--- config.mk ---
export PLATFORM = sky130hd
export DESIGN_NAME = sha1_padder
export DESIGN_NICKNAME = d
export VERILOG_FILES = /design/src/rtl/sha1_padder.sv
export SDC_FILE = /design/constraint.sdc
export NUM_CORES = 1
export LEC_CHECK = 0
export ABC_CLOCK_PERIOD_IN_PS = 19350
export CAP_MARGIN = 0
export CORE_MARGIN = 2
export CORE_UTILIZATION = 46
export CTS_BUF_LIST = sky130_fd_sc_hd__clkbuf_4 sky130_fd_sc_hd__clkbuf_8
export CTS_CLUSTER_SIZE = 14
export DETAILED_ROUTE_END_ITERATION = 16
export PLACE_DENSITY = 0.75
export SKIP_CTS_REPAIR_TIMING = 1
export SLEW_MARGIN = 20
export SYNTH_ARGS = -nofsm -noshare
export SYNTH_HDL_FRONTEND = slang
export SYNTH_SLANG_ARGS = --single-unit
--- constraint.sdc ---
create_clock -name clk_i -period 19.35 [get_ports clk_i]
set_clock_uncertainty 0.15 [all_clocks]
set_input_delay 3.87 -clock clk_i [delete_from_list [all_inputs] [get_ports clk_i]]
set_output_delay 3.87 -clock clk_i [all_outputs]
set_load 0.01 [all_outputs]
--- src/rtl/sha1_padder.sv ---
// sha1_padder
// Message-side producer for the SHA-1 core. It takes a byte-granular message
// as 32-bit big-endian words and appends the 0x80 marker, zero fill and the
// 64-bit big-endian bit length. Finished 512-bit blocks go out over a
// valid/ready handshake, and block_last_o marks the final block of each
// message.
//
// Ports
//   clk_i, rst_i      clock (rising edge), async active-high reset
//   clear_i           synchronous abort of the current message
//   msg_word_i        message word, first byte in [31:24]
//   msg_valid_i       msg_word_i valid
//   msg_ready_o       padder accepts a word this cycle
//   msg_last_i        word is the last word of the message
//   msg_bytes_i       valid bytes in the last word (0 means 4)
//   block_o           padded block, word 0 in [511:480]
//   block_valid_o     block_o valid
//   block_ready_i     consumer accepts block_o
//   block_last_o      block_o is the final block of the message
//   busy_o            a message is in progress or a block is pending
//
// state | meaning
// FILL  | accepting message words into the block buffer
// PAD   | writing marker/zero/length words, one per cycle
// EMIT  | holding a full block until the consumer takes it
module sha1_padder #(
    parameter int BlockWidth = 512,
    parameter int WordSize   = 32,
    parameter int LenWidth   = 64
) (
    input  logic                  clk_i,
    input  logic                  rst_i,
    input  logic                  clear_i,
    input  logic [WordSize-1:0]   msg_word_i,
    input  logic                  msg_valid_i,
    output logic                  msg_ready_o,
    input  logic                  msg_last_i,
    input  logic [1:0]            msg_bytes_i,
    output logic [BlockWidth-1:0] block_o,
    output logic                  block_valid_o,
    input  logic                  block_ready_i,
    output logic                  block_last_o,
    output logic                  busy_o
);

    localparam logic [1:0] FILL = 2'd0;
    localparam logic [1:0] PAD  = 2'd1;
    localparam logic [1:0] EMIT = 2'd2;

    logic [1:0]          state_q;
    logic [1:0]          resume_q;
    logic                final_q;
    logic                mark_q;
    logic [3:0]          cntr_q;
    logic [LenWidth-1:0] len_q;
    // Index 0 is the most significant word, so the buffer maps straight onto block_o.
    logic [0:15][31:0]   buf_q;

    logic [31:0]         last_word;
    logic [LenWidth-1:0] len_add;

    // Keep the top n bytes of a partial last word, then place the marker right after them.
    always_comb begin
        last_word = msg_word_i;
        case (msg_bytes_i)
            2'd1:    last_word = {msg_word_i[31:24], 8'h80, 16'h0000};
            2'd2:    last_word = {msg_word_i[31:16], 8'h80, 8'h00};
            2'd3:    last_word = {msg_word_i[31:8], 8'h80};
            default: last_word = msg_word_i;
        endcase
    end

    always_comb begin
        len_add = LenWidth'(32);
        if (msg_last_i && (msg_bytes_i != 2'd0))
            len_add = LenWidth'({msg_bytes_i, 3'b000});
    end

    assign msg_ready_o   = (state_q == FILL) & ~clear_i;
    assign block_valid_o = (state_q == EMIT);
    assign block_last_o  = (state_q == EMIT) & final_q;
    assign block_o       = buf_q;
    assign busy_o        = (state_q != FILL) | (cntr_q != 4'd0);

    always_ff @(posedge clk_i or posedge rst_i) begin
        if (rst_i) begin
            state_q  <= FILL;
            resume_q <= FILL;
            final_q  <= 1'b0;
            mark_q   <= 1'b0;
            cntr_q   <= 4'd0;
            len_q    <= '0;
            buf_q    <= '0;
        end else if (clear_i) begin
            state_q  <= FILL;
            resume_q <= FILL;
            final_q  <= 1'b0;
            mark_q   <= 1'b0;
            cntr_q   <= 4'd0;
            len_q    <= '0;
            buf_q    <= '0;
        end else begin
            case (state_q)
                FILL: begin
                    if (msg_valid_i) begin
                        buf_q[cntr_q] <= msg_last_i ? last_word : msg_word_i;
                        cntr_q        <= cntr_q + 4'd1;
                        len_q         <= len_q + len_add;
                        if (msg_last_i) begin
                            // A full last word leaves the marker for the padding phase.
                            if (msg_bytes_i == 2'd0)
                                mark_q <= 1'b1;
                            if (cntr_q == 4'd15) begin
                                state_q  <= EMIT;
                                final_q  <= 1'b0;
                                resume_q <= PAD;
                            end else begin
                                state_q <= PAD;
                            end
                        end else if (cntr_q == 4'd15) begin
                            state_q  <= EMIT;
                            final_q  <= 1'b0;
                            resume_q <= FILL;
                        end
                    end
                end
                PAD: begin
                    if ((cntr_q == 4'd14) && !mark_q) begin
                        buf_q[14] <= len_q[63:32];
                        buf_q[15] <= len_q[31:0];
                        state_q   <= EMIT;
                        final_q   <= 1'b1;
                    end else begin
                        buf_q[cntr_q] <= mark_q ? 32'h8000_0000 : 32'h0000_0000;
                        mark_q        <= 1'b0;
                        cntr_q        <= cntr_q + 4'd1;
                        // No room left for the length in this block; spill into another one.
                        if (cntr_q == 4'd15) begin
                            state_q  <= EMIT;
                            final_q  <= 1'b0;
                            resume_q <= PAD;
                        end
                    end
                end
                EMIT: begin
                    if (block_ready_i) begin
                        buf_q  <= '0;
                        cntr_q <= 4'd0;
                        if (final_q) begin
                            len_q   <= '0;
                            state_q <= FILL;
                        end else begin
                            state_q <= resume_q;
                        end
                    end
                end
                default: state_q <= FILL;
            endcase
        end
    end

endmodule

Word level (Yosys, flattened, before mapping)
Cells that the tools add are included.

Input port bits: 40. Output and inout bits: 516. Word-level logic and storage cells: 115. Register bits after elaboration: 586.

Reductions and logical operators: 19. Mux-type cells: 51. $add $sub $neg: 2. Equality and inequality tests: 14. Magnitude comparators: 2. Bitwise gates (word level): 5.

Operator list (number): $mux 512 (3); $pmux 512 s3 (1); $bwmux 512 (2); $mux 448 (1); $mux 64 (5); $demux 32 s4 (1); $pmux 64 s2 (1); $pmux 24 s3 (1); $add 64x64->64 (1); $mux 32 (2); $mux 2 (14); $mux 24 (1); $mux 4 (4); $pmux 4 s3 (1); $reduce_and 4->1 (3); $mux 1 (9); $ne 3x2->1 const B (3); $ne 3x3->1 const B (3); $eq 4x4->1 const B (2); $reduce_bool 4->1 (2); $eq 2x2->1 const B (3); $mux 6 (1); $pmux 2 s3 (1); $reduce_bool 3->1 (2); 18 further kinds (26).

Depth between registers and ports, before layout
Depth in word-level cells: 9. Depth in mapped cells: 11.

Least setup slack after synthesis
No wires, ideal clock.

Path type: input -> output. Start: input clear_i. End: output msg_ready_o. Arrival: 4.702 ns. Path buffers: 3. Path slack: 10.628 ns. Stages: 4. Cell sequence: buf_2 > clkbuf_1 > clkbuf_1 > nor2b_1.

Word-level cells in the longest chain between the ends: 2.

Ends and longest elaborated chain: start, declared (line 33) `input logic clear_i,`; $not 1->1 (line 79) `assign msg_ready_o = (state_q == FILL) & ~clear_i;`; $and 1x1->1 (line 79); end, declared (line 36) `output logic msg_ready_o,`.

Every way passes these cells.

Final worst setup path
Same ends and word-level chain as after synthesis.

==> out/metrics.cfg <==
[die]
die-width_um = 249
io_pins = 556
dieArea_um2 = 62100
start_util_pct = 46.7
coreArea_um2 = 59200
rows = 89
die_h_um = 249

[sta]
hold_slack_ns = 0.332
finalCriticalPeriod_ns = 9.44
rsz0062_at_grt = no
slew_viol_final = 0
finalSetupTns_ns = 0
fin_ws_ns = 9.91
fmax_mhz = 106
report.final.setup_viol = 0
hold_viol = 0
tightest_slew_ns = 1.20
fin_crit_sh_pct = 48.8
relSlewSlack_pct = 19.9

[run_status]
status = completed

[logic_synthesis]
yosys.cell_types.count = 75
yosys.area_share.adder_pct = 0.615
synth_top_family_by_area = compound AO/OA/AOI/OAI gates
synthXorXnorAreaFrac_pct = 0.633
muxShareOfSynthArea_pct = 0.326
syn_area_um2 = 27700
async_reset_ff_share_pct = 100
synth_edf_count = 0
yosysSeqAreaShare_pct = 52.7
synth-seq-cells = 583
synthFlopType = dfrtp_1
syn_area_per_cell_um2 = 9.87
ys_warn_count = 0
yosys.area_share.simple_pct = 11.5
synth_nets = 2857
syn_inst = 2804
synth-compound-area-share_pct = 29.6

[global_routing]
overflow = 0
antenna_found_initial = 2
grt_pass1_wl_mm = 165
grt_pass1_vias = 25400
grt_max_degree = 290
grt_usage_pct = 34.9

[place]
placed_cells = 3916
dpl.hpwl_mm = 73.7
post-place-ws_ns = 9.96
globalplace.congestion = 0.914
io_buffers = 555
placed_area_um2 = 33700

[clock_tree]
clk_pin_slew_ns = 0.06
cts_max_path_buffers = 3
tritoncts = yes
clk_latency_ns = 0.73
cts_sinks = 583
cts_root_buf = clkbuf_8
cts_made_buffers = 98
htree_levels = 3

[critical_path]
critPathRequiredTime_ns = 15.33
start_kind = primary input
crit_type = in2out
arrival_ns = 5.42
worstPathMaxFanout = 26
end_kind = output port

[routing]
drt_drc_violations_left = 0
routedWlPerCell_um = 27.2
wl_mm = 111
viasPerCell = 6.49
drtIter0Drc = 3229
num_vias = 26600
first_pass_iters = 8
final_antenna_net_count = 0

[min_path]
hp-class = reg2reg

[flow_run]
maxCapViolCount = 0

[power_and_ir_drop]
p_leak_nw = 15.9
total_power_mw = 3.27
powerDensity_nw_per_um2 = 91.1
ir_drop_mv = 0.0606

[layout]
syn2layout_area_growth_pct = 29.7
layout_commonest_cell = dfrtp_1
utilization_pct = 60.6
drive_above_1_share_pct = 9.88
nFillCells = 4859
fin_nets = 3297
fin_cells = 4097
fin_area_um2 = 35900
final_cell_mix = 583 x dfrtp_1, 555 x clkdlybuf4s50_1, 318 x nor2_1

-- area by class of cell --
cell class,count,area (um2),area share [%]
inverter,19,75.1,0.209
timing repair buffer,634,6220,17.3
clock buffer,155,1930,5.37
antenna,3,7.51,0.0209
multi-input combinational,1908,11900,33.1
clock inverter,22,220,0.613
sequential,583,14600,40.6
tap,773,967,2.69
-- cell families after synthesis --
| logic type | Yosys count |
|---|---|
| AO/OA/AOI/OAI | 1205 |
| XOR/XNOR | 20 |
| adder cells (fa/ha/maj) | 13 |
| buffers and inverters | 313 |
| flip-flops | 583 |
| multiplexers | 9 |
| AND/OR/NAND/NOR | 661 |
-- registers in the layout, indices dropped and copies added (netlist names) --
register	cells
block_o	512
len_q	61
cntr_q	4
resume_q	2
state_q	2
final_q	1
mark_q	1
-- Yosys cell counts, types with 5 or more instances --
master / instances / area share (%)
nor2_1: 324 / 4.4
a22o_1: 120 / 3.8
a221oi_1: 11 / 0.35
nor3b_1: 7 / 0.19
o22a_1: 165 / 5.2
and3b_1: 9 / 0.28
o2bb2ai_1: 12 / 0.38
inv_1: 19 / 0.26
mux2i_1: 9 / 0.33
clkbuf_1: 203 / 2.8
o21a_1: 45 / 1.2
ha_1: 12 / 0.54
o21ai_1: 26 / 0.47
or3_1: 15 / 0.34
o22ai_1: 5 / 0.11
nor2_2: 10 / 0.23
nor2b_1: 7 / 0.16
a32o_1: 5 / 0.18
and2_1: 27 / 0.61
nand2_1: 96 / 1.3
dfrtp_1: 583 / 53
o31ai_1: 17 / 0.46
a21oi_2: 16 / 0.51
o21ai_2: 5 / 0.16
nand2b_1: 10 / 0.23
nor4_1: 7 / 0.16
buf_2: 76 / 1.4
buf_1: 12 / 0.16
nand3_1: 35 / 0.63
a32oi_1: 19 / 0.60
nand4_1: 34 / 0.77
o21ai_0: 282 / 5.1
or4_1: 17 / 0.46
a21oi_1: 295 / 5.3
nand3b_1: 10 / 0.27
a2bb2oi_1: 128 / 4.1
a22oi_1: 31 / 0.84
xor2_1: 16 / 0.51
and3_1: 18 / 0.41
nor3_1: 13 / 0.24
-- final timing paths --
path / from / to / slack (ns) / depth (start not counted)
hold / removal: block_o[27] / block_o[27] / 0.33 / 2
setup reg to reg: state_q[0] / block_o[320] / 14.62 / 8
setup / recovery: clear_i / msg_ready_o / 9.91 / 4
hold reg to reg: block_o[27] / block_o[27] / 0.33 / 2
max in group asynchronous: rst_i / block_o[99] / 12.81 / 5
min in group asynchronous: rst_i / block_o[91] / 3.56 / 2
-- routing by layer --
metal	routed length (um)	GRT usage, %	up-vias
met5	0	0	-
met4	6660	20.5	0
met3	11500	7.20	347
met2	49900	52.9	1807
met1	43300	46.4	13200
li1	-	-	11200
-- worst max-delay path: stages --
cell,delay [ns]
clkdlybuf4s50_1,0.41
buf_4,0.24
nor2b_1,0.27
clkdlybuf4s50_1,0.61
-- power breakdown --
part | total, mW | internal, mW | switching (mW)
Clock | 1.20 | 0.664 | 0.540
Sequential | 1.36 | 1.29 | 0.0658
Combinational | 0.710 | 0.272 | 0.438
Total | 3.27 | 2.23 | 1.04
Power figures use the tool's default switching activity.
